`src/rtl/truth_table_sweeper.sv`:
```
// truth_table_sweeper: drives every input vector of a small combinational
// datapath, waits a programmable settle time before sampling the outputs,
// packs the samples into a truth table and compares it with an expected table.
//
// state   | meaning
// --------+---------------------------------------------------------------
// IDLE    | results held; waiting for start
// SETTLE  | vector idx on dut_in; counting down HOLD_CYCLES settle cycles
// SAMPLE  | capture dut_out for vector idx; compare; advance or finish
// FINISH  | one-cycle done pulse; pass valid from here on
module truth_table_sweeper #(
  parameter int N_IN        = 3,
  parameter int N_OUT       = 2,
  parameter int HOLD_CYCLES = 4
) (
  input  logic                        clk,
  input  logic                        rst,
  input  logic                        start,
  input  logic [(2**N_IN)*N_OUT-1:0]  exp_table,
  output logic [N_IN-1:0]             dut_in,
  input  logic [N_OUT-1:0]            dut_out,
  output logic                        busy,
  output logic                        done,
  output logic                        pass,
  output logic [(2**N_IN)*N_OUT-1:0]  table_out,
  output logic [N_IN:0]               mismatch_cnt,
  output logic [N_IN-1:0]             first_fail_idx
);

  localparam int TW = (2**N_IN) * N_OUT;
  localparam int CW = (HOLD_CYCLES > 1) ? $clog2(HOLD_CYCLES) : 1;
  localparam logic [CW-1:0]   CNT_LOAD = CW'(HOLD_CYCLES - 1);
  localparam logic [N_IN-1:0] IDX_LAST = '1;

  typedef enum logic [1:0] {
    S_IDLE   = 2'd0,
    S_SETTLE = 2'd1,
    S_SAMPLE = 2'd2,
    S_FINISH = 2'd3
  } state_t;

  state_t          state_q, state_d;
  logic [TW-1:0]   exp_q, exp_d;
  logic [TW-1:0]   table_q, table_d;
  logic [N_IN-1:0] idx_q, idx_d;
  logic [N_IN-1:0] dut_in_q, dut_in_d;
  logic [CW-1:0]   cnt_q, cnt_d;
  logic [N_IN:0]   mm_q, mm_d;
  logic [N_IN-1:0] ff_q, ff_d;
  logic            busy_q, busy_d;
  logic            done_q, done_d;
  logic            pass_q, pass_d;

  // Next-state and datapath update for the sweep sequencer; busy/done are
  // derived from the next state so they are registered alongside it.
  always_comb begin
    state_d  = state_q;
    exp_d    = exp_q;
    table_d  = table_q;
    idx_d    = idx_q;
    dut_in_d = dut_in_q;
    cnt_d    = cnt_q;
    mm_d     = mm_q;
    ff_d     = ff_q;
    pass_d   = pass_q;

    case (state_q)
      S_IDLE: begin
        if (start) begin
          exp_d    = exp_table;
          idx_d    = '0;
          dut_in_d = '0;
          cnt_d    = CNT_LOAD;
          table_d  = '0;
          mm_d     = '0;
          ff_d     = '0;
          pass_d   = 1'b0;
          state_d  = S_SETTLE;
        end
      end
      S_SETTLE: begin
        if (cnt_q == '0) begin
          state_d = S_SAMPLE;
        end else begin
          cnt_d = cnt_q - 1'b1;
        end
      end
      S_SAMPLE: begin
        table_d[idx_q*N_OUT +: N_OUT] = dut_out;
        if (dut_out != exp_q[idx_q*N_OUT +: N_OUT]) begin
          mm_d = mm_q + 1'b1;
          // Vectors run in ascending order, so the first miss is the lowest.
          if (mm_q == '0) begin
            ff_d = idx_q;
          end
        end
        if (idx_q == IDX_LAST) begin
          // pass must already be valid in the FINISH cycle, so it uses the
          // count including this final sample.
          pass_d  = (mm_d == '0);
          state_d = S_FINISH;
        end else begin
          idx_d    = idx_q + 1'b1;
          dut_in_d = idx_q + 1'b1;
          cnt_d    = CNT_LOAD;
          state_d  = S_SETTLE;
        end
      end
      S_FINISH: begin
        state_d = S_IDLE;
      end
      default: begin
        state_d = S_IDLE;
      end
    endcase

    busy_d = (state_d == S_SETTLE) || (state_d == S_SAMPLE);
    done_d = (state_d == S_FINISH);
  end

  // State register with synchronous reset that discards any partial sweep.
  always_ff @(posedge clk) begin
    if (rst) begin
      state_q  <= S_IDLE;
      exp_q    <= '0;
      table_q  <= '0;
      idx_q    <= '0;
      dut_in_q <= '0;
      cnt_q    <= '0;
      mm_q     <= '0;
      ff_q     <= '0;
      busy_q   <= 1'b0;
      done_q   <= 1'b0;
      pass_q   <= 1'b0;
    end else begin
      state_q  <= state_d;
      exp_q    <= exp_d;
      table_q  <= table_d;
      idx_q    <= idx_d;
      dut_in_q <= dut_in_d;
      cnt_q    <= cnt_d;
      mm_q     <= mm_d;
      ff_q     <= ff_d;
      busy_q   <= busy_d;
      done_q   <= done_d;
      pass_q   <= pass_d;
    end
  end

  assign dut_in         = dut_in_q;
  assign busy           = busy_q;
  assign done           = done_q;
  assign pass           = pass_q;
  assign table_out      = table_q;
  assign mismatch_cnt   = mm_q;
  assign first_fail_idx = ff_q;

endmodule
```
`config.mk`:
```
export PLATFORM = sky130hd
export DESIGN_NAME = truth_table_sweeper
export DESIGN_NICKNAME = d
export VERILOG_FILES = /design/src/rtl/truth_table_sweeper.sv
export SDC_FILE = /design/constraint.sdc
export NUM_CORES = 1
export LEC_CHECK = 0
export ABC_AREA = 1
export BUFFER_PORTS_ARGS = -buffer_cell sky130_fd_sc_hd__buf_2
export CELL_PAD_IN_SITES_DETAIL_PLACEMENT = 0
export CELL_PAD_IN_SITES_GLOBAL_PLACEMENT = 1
export CORE_MARGIN = 2
export CORE_UTILIZATION = 28
export DETAILED_ROUTE_END_ITERATION = 10
export GPL_TIMING_DRIVEN = 0
export PLACE_DENSITY_LB_ADDON = 0.2
export SLEW_MARGIN = 20
export SYNTH_ARGS = -nofsm -noshare
export SYNTH_HDL_FRONTEND = slang
export SYNTH_SLANG_ARGS = --single-unit
```
`constraint.sdc`:
```
create_clock -name clk -period 3.5 [get_ports clk]
set_input_delay 0 -clock clk [delete_from_list [all_inputs] [get_ports clk]]
set_output_delay 0 -clock clk [all_outputs]
set_load 0.01 [all_outputs]
```
* After elaboration in Yosys (flattened, before gate mapping)
Cells that the tools add are included.
W data, S select, Z words.
** Operators by class
- Add/subtract/negate cells :: 4
- Equality and inequality tests :: 14
- Shift-type cells :: 3
- Multiplexer cells :: 24
- Reductions and logical operators :: 13
** Operator list (count)
- $neg A4 Y34 :: 1
- $shift A2 B34 Y16 const A :: 1
- $shiftx A2 B34 Y16 :: 1
- $pmux W16 S2 :: 1
- $bwmux W16 :: 1
- $mux W16 :: 1
- $shiftx A16 B5 Y2 :: 1
- $mux W2 :: 6
- $mux W3 :: 4
- $mux W4 :: 3
- $ne A2 B2 Y1 const B :: 6
- $pmux W3 S2 :: 2
- $eq A2 B2 Y1 const B :: 4
- $logic_not A4 Y1 :: 2
- $pmux W2 S4 :: 1
- $pmux W4 S2 :: 1
- $reduce_and A4 Y1 :: 2
- $pmux W2 S3 :: 1
- $reduce_and A3 Y1 :: 2
- $add A4 B1 Y4 const B :: 1
- $eq A2 B1 Y1 const B :: 2
- $logic_not A2 Y1 :: 2
- $reduce_and A2 Y1 :: 2
- $add A3 B1 Y3 const B :: 1
- 8 further kinds :: 9
** Word-level totals
- Register bits after elaboration :: 49
- Input bits :: 21
- Output and inout port bits :: 29
- Word-level logic and storage cells :: 68

* Longest topological paths before layout
Gate-level depths: netlist (run 1).
- Depth after elaboration :: 7
- Depth in mapped cells :: 14
- Depth with buffers taken out :: 13

* Least setup slack after synthesis (run 1)
No wires, ideal clock.
- Path type :: register to register
- Start point :: reg dut_in[0] (netlist name)
- End point :: reg table_q[8], in the netlist table_out[8]
- Library setup time :: 0.070 ns
- Arrival :: 1.936 ns
- Required time :: 3.430 ns
- Path slack :: 1.493 ns
- Cell stages (with the launch flop) :: 11
- Path buffers :: 1
- Clock period less this slack :: 2.007 ns
- Cells stage by stage :: dfxtp_1 inv_2 buf_6 ha_1 ha_1 nand2_1 nor4_1 inv_1 nor2_1 nand2_1 a21oi_1
** RTL lines
- end signal: assignment :: RTL line 138 : table_q <= table_d;
- end: declaration :: RTL line 44 : logic [TW-1:0] table_q, table_d;

==> metrics.csv, run 1 <==
stage;metric;value;unit
floorplanning;total die area;0.00912;sq mm
global_route;all-layer global routing usage;15.1;%
route;Vias/cell;4.53;
placement;Final HPWL DP;4780;um
final_layout;fill count;927;
power_and_ir_drop;Sw Ratio;31.6;%
global_route;vias in the first global route;2160;
sta;Worst Tran Pin Value;0.523;ns
route;DR iter-0 viols;79;
worst_setup_path;crit-path max FO;10;
placement;IO buf count;49;
clocking;CTS tree;yes;
logic_synthesis;Ys Warns;0;
clocking;Worst-path clk slew;0.09;ns
logic_synthesis;synthesized flop and latch total;49;
sta;Fin Setup TNS;0;ns
sta;Rel. slew slack;65.1;%
job;max_cap viols;0;
floorplanning;Top Ports;50;
power_and_ir_drop;Power per Cell Area;429;mW/mm^2
final_layout;area occupied by multi-input gates;0.00118;sq mm
clocking;root buf cell;clkbuf_8;
route;metal3 WL;244;um
placement;RePlAce Congestion;0.784;
logic_synthesis;Post-Syn Area per Cell;7.04;sq um
final_layout;final instance area;0.00298;sq mm
floorplanning;Die W;95.5;um
power_and_ir_drop;sw power;405;uW
floorplanning;Rows;33;
power_and_ir_drop;Seq pwr share;48.4;%
worst_setup_path;CP Data Required Time;3.72;ns
clocking;clock buffer depth;2;
clocking;clk sink count;49;
global_route;total global routing overflow;0;
worst_setup_path;crit start category;flip-flop;
floorplanning;Core ar.;0.00818;sq mm
route;ANT nets after route;0;
sta;Final Critical Period;2.38;ns
logic_synthesis;EDFF count, synth;0;
route;final wirelength;6470;um
logic_synthesis;Syn Nets;365;
sta;Slew Limit Fails;0;
clocking;H-tree levels;2;
sta;hold_ws;0.0394;ns
sta;fmax;420;MHz
route;DRC;0;
placement;dpl cell area;0.00272;sq mm
final_layout;nets;437;
route;met1 WL;3200;um
power_and_ir_drop;power after layout;1.28;mW
status;status;completed;
clocking;post-CTS sizing;0;
sta;Final Skew;0.00669;ns
logic_synthesis;register area share after synthesis;41.9;%
logic_synthesis;Synth area leaders;dfxtp_1 (42%), nand2_1 (12%), a21oi_1 (7.7%), nor2_1 (5.9%), ha_1 (5.9%);
final_layout;area delta synth->final;27.2;%
route;metal2 WL;2980;um
route;WL/cell;12.7;um
logic_synthesis;dominant cell type by area after synthesis;dfxtp_1;
logic_synthesis;unique cell type count in the Yosys netlist;26;
clocking;worst skew pair latency;0.30;ns
logic_synthesis;largest family of logic cells by synthesized area;simple AND/OR/NAND/NOR gates;
sta;Setup violations, final;0;
route;highest routed metal layer;met4;
final_layout;ANT cells;0;
final_layout;FF+latch area;981;sq um
worst_setup_path;CP endpoint kind;flip-flop;
power_and_ir_drop;peak supply drop;0.000163;V
sta;RSZ-0062 raised after global routing;no;
logic_synthesis;post-synthesis adder-cell area fraction;5.87;%
hold_path;Hold Crit Class;in2reg;
logic_synthesis;ys async rst share;0;%
power_and_ir_drop;Int Power;875;uW
global_route;first-pass GRT wire length;10600;um
clocking;Num CTS Buffers;5;
global_route;initial antenna violation count;0;
final_layout;layout cells sized above 1;19.0;%
clocking;postcts setup bufs;0;
global_route;pin count of the biggest net entering global routing;15;
sta;Final period util;68.0;%
worst_setup_path;CP arrival;2.60;ns
logic_synthesis;XOR/XNOR share of the synthesized area;0.747;%
logic_synthesis;mux cell area share after synthesis;0;%
route;drt pass-1 iters;4;
power_and_ir_drop;Comb power frac;23.3;%
logic_synthesis;share of the synthesized area in the top cell type;41.9;%
route;routed vias;2315;
power_and_ir_drop;clock share of power;28.3;%
logic_synthesis;Syn Inst Count;333;
worst_setup_path;Setup CP Type;reg2reg;
power_and_ir_drop;Static Leak;1.28;nW
clocking;hold_buf cts;16;
sta;final hold viol count;0;
floorplanning;Starting Density;28.7;%
worst_setup_path;Reg2Reg Setup Slack;1.12;ns
logic_synthesis;Main synth FF type;dfxtp_1;
logic_synthesis;Compound-Gate Fraction of Synth Area;15.2;%
floorplanning;Die Y;95.5;um
logic_synthesis;post-synthesis simple-gate area fraction;28.7;%
logic_synthesis;post-synthesis cell area;0.00234;sq mm
==> cell families (layout without fill, tap and decap cells) <==
family          Yosys count  count (layout)
flops                    49              49
compound gates           69              69
xor+xnor                  2               2
buf+inv                  45             118
fa+ha+maj                11              11
simple gates            157             157
==> metrics by stage <==
step | std cells | setup slack, ns | util (%)
2_1_floorplan | 333 | 1.49 | -
3_3_place_gp | 487 | 1.17 | 33.3
3_5_place_dp | 487 | 1.16 | 33.3
4_1_cts | 511 | 1.14 | 36.5
5_1_grt | 511 | 0.877 | 36.5
6_report | 511 | 1.12 | 36.5
==> state kept, by name, summed over array words and instances (netlist names) <==
name and flops:
table_out 16, exp_q 16, state_q 2, first_fail_idx 3, done 1, busy 1, mismatch_cnt 4, pass 1
cnt_q 2, dut_in 3
==> final cells by class <==
type	count	area share, %
Sequential cell	49	32.9
Multi-Input combinational cell	239	39.7
Timing Repair Buffer	65	13.6
Inverter	35	4.41
Tap cell	105	4.41
Buffer	10	1.64
Clock inverter	1	0.168
Clock buffer	7	3.23
==> power groups by stage <==
| stage | clock (mW) | combinational [mW] | sequential, mW |
|---|---|---|---|
| floorplan | 0 | 0.203 | 0.627 |
| global placement | 0 | 0.286 | 0.632 |
| detailed placement | 0 | 0.287 | 0.633 |
| CTS | 0.384 | 0.301 | 0.619 |
| global route | 0.403 | 0.343 | 0.624 |
| finish | 0.362 | 0.298 | 0.619 |
==> Yosys cell counts (all sizes together) (2+ instances only) <==
master,instances
nor2,39
nor3,8
nand2,77
buf,3
a211oi,2
inv,35
nand3,25
nand4,5
ha,11
o21ai,29
a21oi,37
xor2,2
clkbuf,7
dfxtp,49
==> cell usage in the layout (no fill, tap or decap) <==
master and instances:
nor3_2 1, nor2_2 2, a31oi_1 1, buf_4 1
nor4_1 1, o21ai_0 16, or2_1 1, nand2_1 73
clkbuf_1 7, buf_1 1, nor3_1 7, inv_2 10
o21ai_1 13, clkbuf_8 7, dlygate4sd3_1 16, ha_1 11
a21oi_1 36, dfxtp_1 49, nand3b_1 1, buf_6 1
nand4_1 5, buf_2 49, a21oi_2 1, nand2_2 4
inv_1 25, nor2_1 37, a211oi_1 2, nand3_1 25
xor2_1 2, clkinv_2 1
==> final timing paths <==
check        startpoint      endpoint  depth (start not counted)
max           dut_in[1]  table_out[9]                          9
min          dut_out[1]  table_out[1]                          3
max reg2reg   dut_in[1]  table_out[9]                          9
min reg2reg    exp_q[1]      exp_q[1]                          2
==> routing by layer <==
layer / track usage [%] / vias up
met1: 21.0 / 1035
met4: 3.33 / 0
met2: 24.6 / 42
li1: - / 1233
met3: 2.37 / 5
met5: 0 / -
==> worst max-delay path, cell delays in order, from the launching register on <==
cell and delay (ns):
dfxtp_1 0.66, inv_2 0.17, ha_1 0.24, ha_1 0.39, nand2_1 0.08, nor4_1 0.35, inv_1 0.10, nor2_1 0.10
nand2_1 0.05, a21oi_1 0.16
Power figures use the tool's default switching activity.
==> run 2, diff against run 1 <==
==> constraint.sdc (replaced) <==
create_clock -name clk -period 2.45 [get_ports clk]
set_input_delay 0 -clock clk [delete_from_list [all_inputs] [get_ports clk]]
set_output_delay 0 -clock clk [all_outputs]
set_load 0.01 [all_outputs]
==> metrics.csv, run 2 (synthesis gave the netlist of run 1 again) <==
stage;metric;value;unit
global_route;initial antenna violation count;0;
sta;Slew Limit Fails;0;
final_layout;ANT cells;0;
power_and_ir_drop;Power per Cell Area;613;mW/mm^2
sta;Final Critical Period;2.21;ns
power_and_ir_drop;Comb power frac;23.3;%
global_route;all-layer global routing usage;15.1;%
hold_path;Hold Crit Class;in2reg;
global_route;vias in the first global route;2160;
clocking;worst skew pair latency;0.30;ns
power_and_ir_drop;peak supply drop;0.000236;V
route;WL/cell;12.7;um
worst_setup_path;crit start category;flip-flop;
route;ANT nets after route;0;
final_layout;layout cells sized above 1;19.5;%
placement;Final HPWL DP;4780;um
placement;IO buf count;49;
worst_setup_path;crit path cell chain;inv_2, buf_6, ha_1, ha_1, nand2_1, nor4_1, inv_1, nor2_1, nand2_1, a21oi_1;
sta;Fin Setup TNS;0;ns
floorplanning;Rows;33;
sta;Final Skew;0.00669;ns
worst_setup_path;Setup CP Type;reg2reg;
power_and_ir_drop;Seq pwr share;48.4;%
sta;fmax;453;MHz
hold_path;hold path cells;3;
power_and_ir_drop;Sw Ratio;31.6;%
final_layout;area occupied by multi-input gates;0.00118;sq mm
route;final wirelength;6470;um
worst_setup_path;Critical Path Stages;10;
clocking;Num CTS Buffers;5;
final_layout;nets;437;
worst_setup_path;CP Data Required Time;2.67;ns
status;status;completed;
worst_setup_path;Reg2Reg Depth;10;
floorplanning;Die W;95.5;um
sta;Setup violations, final;0;
worst_setup_path;CP max stage delay;0.44;ns
clocking;clk sink count;49;
power_and_ir_drop;Static Leak;1.28;nW
final_layout;FF+latch area;983;sq um
final_layout;most frequent cells in the layout;nand2_1 (73), buf_2 (49), dfxtp_1 (47);
route;DRC;0;
worst_setup_path;CP max stage cell;dfxtp_2;
floorplanning;Die Y;95.5;um
sta;Rel. slew slack;66.0;%
sta;RSZ-0062 raised after global routing;no;
route;drt pass-1 iters;4;
power_and_ir_drop;Int Power;1.25;mW
final_layout;area delta synth->final;27.3;%
worst_setup_path;CP endpoint kind;flip-flop;
route;routed vias;2315;
sta;Final period util;90.2;%
route;Vias/cell;4.53;
global_route;pin count of the biggest net entering global routing;15;
clocking;Worst-path clk slew;0.09;ns
floorplanning;total die area;0.00912;sq mm
worst_setup_path;critical path buffer and inverter count;3;
final_layout;commonest non-fill, non-tap cell in the layout;nand2_1;
power_and_ir_drop;clock share of power;28.3;%
global_route;total global routing overflow;0;
clocking;CTS tree;yes;
floorplanning;Starting Density;28.7;%
worst_setup_path;CP arrival;2.43;ns
sta;Worst Tran Pin Value;0.510;ns
final_layout;fill count;929;
clocking;root buf cell;clkbuf_8;
clocking;H-tree levels;2;
power_and_ir_drop;sw power;578;uW
worst_setup_path;crit-path max FO;11;
placement;RePlAce Congestion;0.784;
sta;final hold viol count;0;
floorplanning;Core ar.;0.00818;sq mm
clocking;clock buffer depth;2;
worst_setup_path;Crit path max-delay family;adder cells;
global_route;first-pass GRT wire length;10600;um
job;max_cap viols;0;
route;DR iter-0 viols;79;
final_layout;Final Util;36.5;%
floorplanning;Top Ports;50;
run 2: worst reg2reg max path, stage by stage (launching register included):
cell	delay (ns)
dfxtp_2	0.44
inv_2	0.09
buf_6	0.15
ha_1	0.22
ha_1	0.39
nand2_1	0.08
nor4_1	0.35
inv_1	0.10
nor2_1	0.10
nand2_1	0.05
a21oi_1	0.16
run 2: cell type report:
type                       instances  share of cell area, %
tap                              105                   4.40
clock buffer                       7                   3.23
sequential                        49                   33.0
multi-input combinational        239                   39.6
timing repair buffer              65                   13.6
buffer                            10                   1.64
clock inverter                     1                  0.168
inverter                          35                   4.40
run 2: metal layers:
layer | up-vias | routed length, um | track usage [%]
li1 | 1233 | - | -
met1 | 1035 | 3200 | 21.0
met2 | 42 | 2980 | 24.6
met3 | 5 | 244 | 2.37
met5 | - | 0 | 0
met4 | 0 | 50 | 3.33
run 2: worst paths after layout:
check	from	end	slack (ns)
worst min-delay path	dut_out[1]	table_out[1]	0.04
worst max register to register	dut_in[0]	table_out[9]	0.24
worst max-delay path	dut_in[0]	table_out[9]	0.24
worst min register to register	exp_q[1]	exp_q[1]	0.45
run 2: power by group through the flow:
stage | clock network, mW | registers, mW | logic, mW
final | 0.518 | 0.885 | 0.426
after global routing | 0.575 | 0.892 | 0.490
after CTS | 0.549 | 0.885 | 0.431
after detailed placement | 0 | 0.904 | 0.410
after global placement | 0 | 0.903 | 0.408
after floorplan | 0 | 0.896 | 0.290
run 2: repair_timing:
item / CTS / global route
hold buffers: 16 / 0
setup buffers: 0 / 0
resized for setup: 0 / 2
hold endpoints to repair: 16 / 0
endpoints found under the setup margin: 0 / 8
run 2: metrics by stage:
step / total power, mW / cells / hold WS [ns] / area [sq um] / setup WS (ns)
final: 1.83 / 511 / 0.0394 / 2980 / 0.241
after CTS: 1.86 / 511 / 0.0252 / 2980 / 0.0868
after global routing: 1.96 / 511 / 0.0501 / 2980 / 0.0174
after detailed placement: 1.31 / 487 / 0.258 / 2720 / 0.108
after floorplan: 1.19 / 333 / 0.167 / 2340 / 0.443
after global placement: 1.31 / 487 / 0.255 / 2720 / 0.116
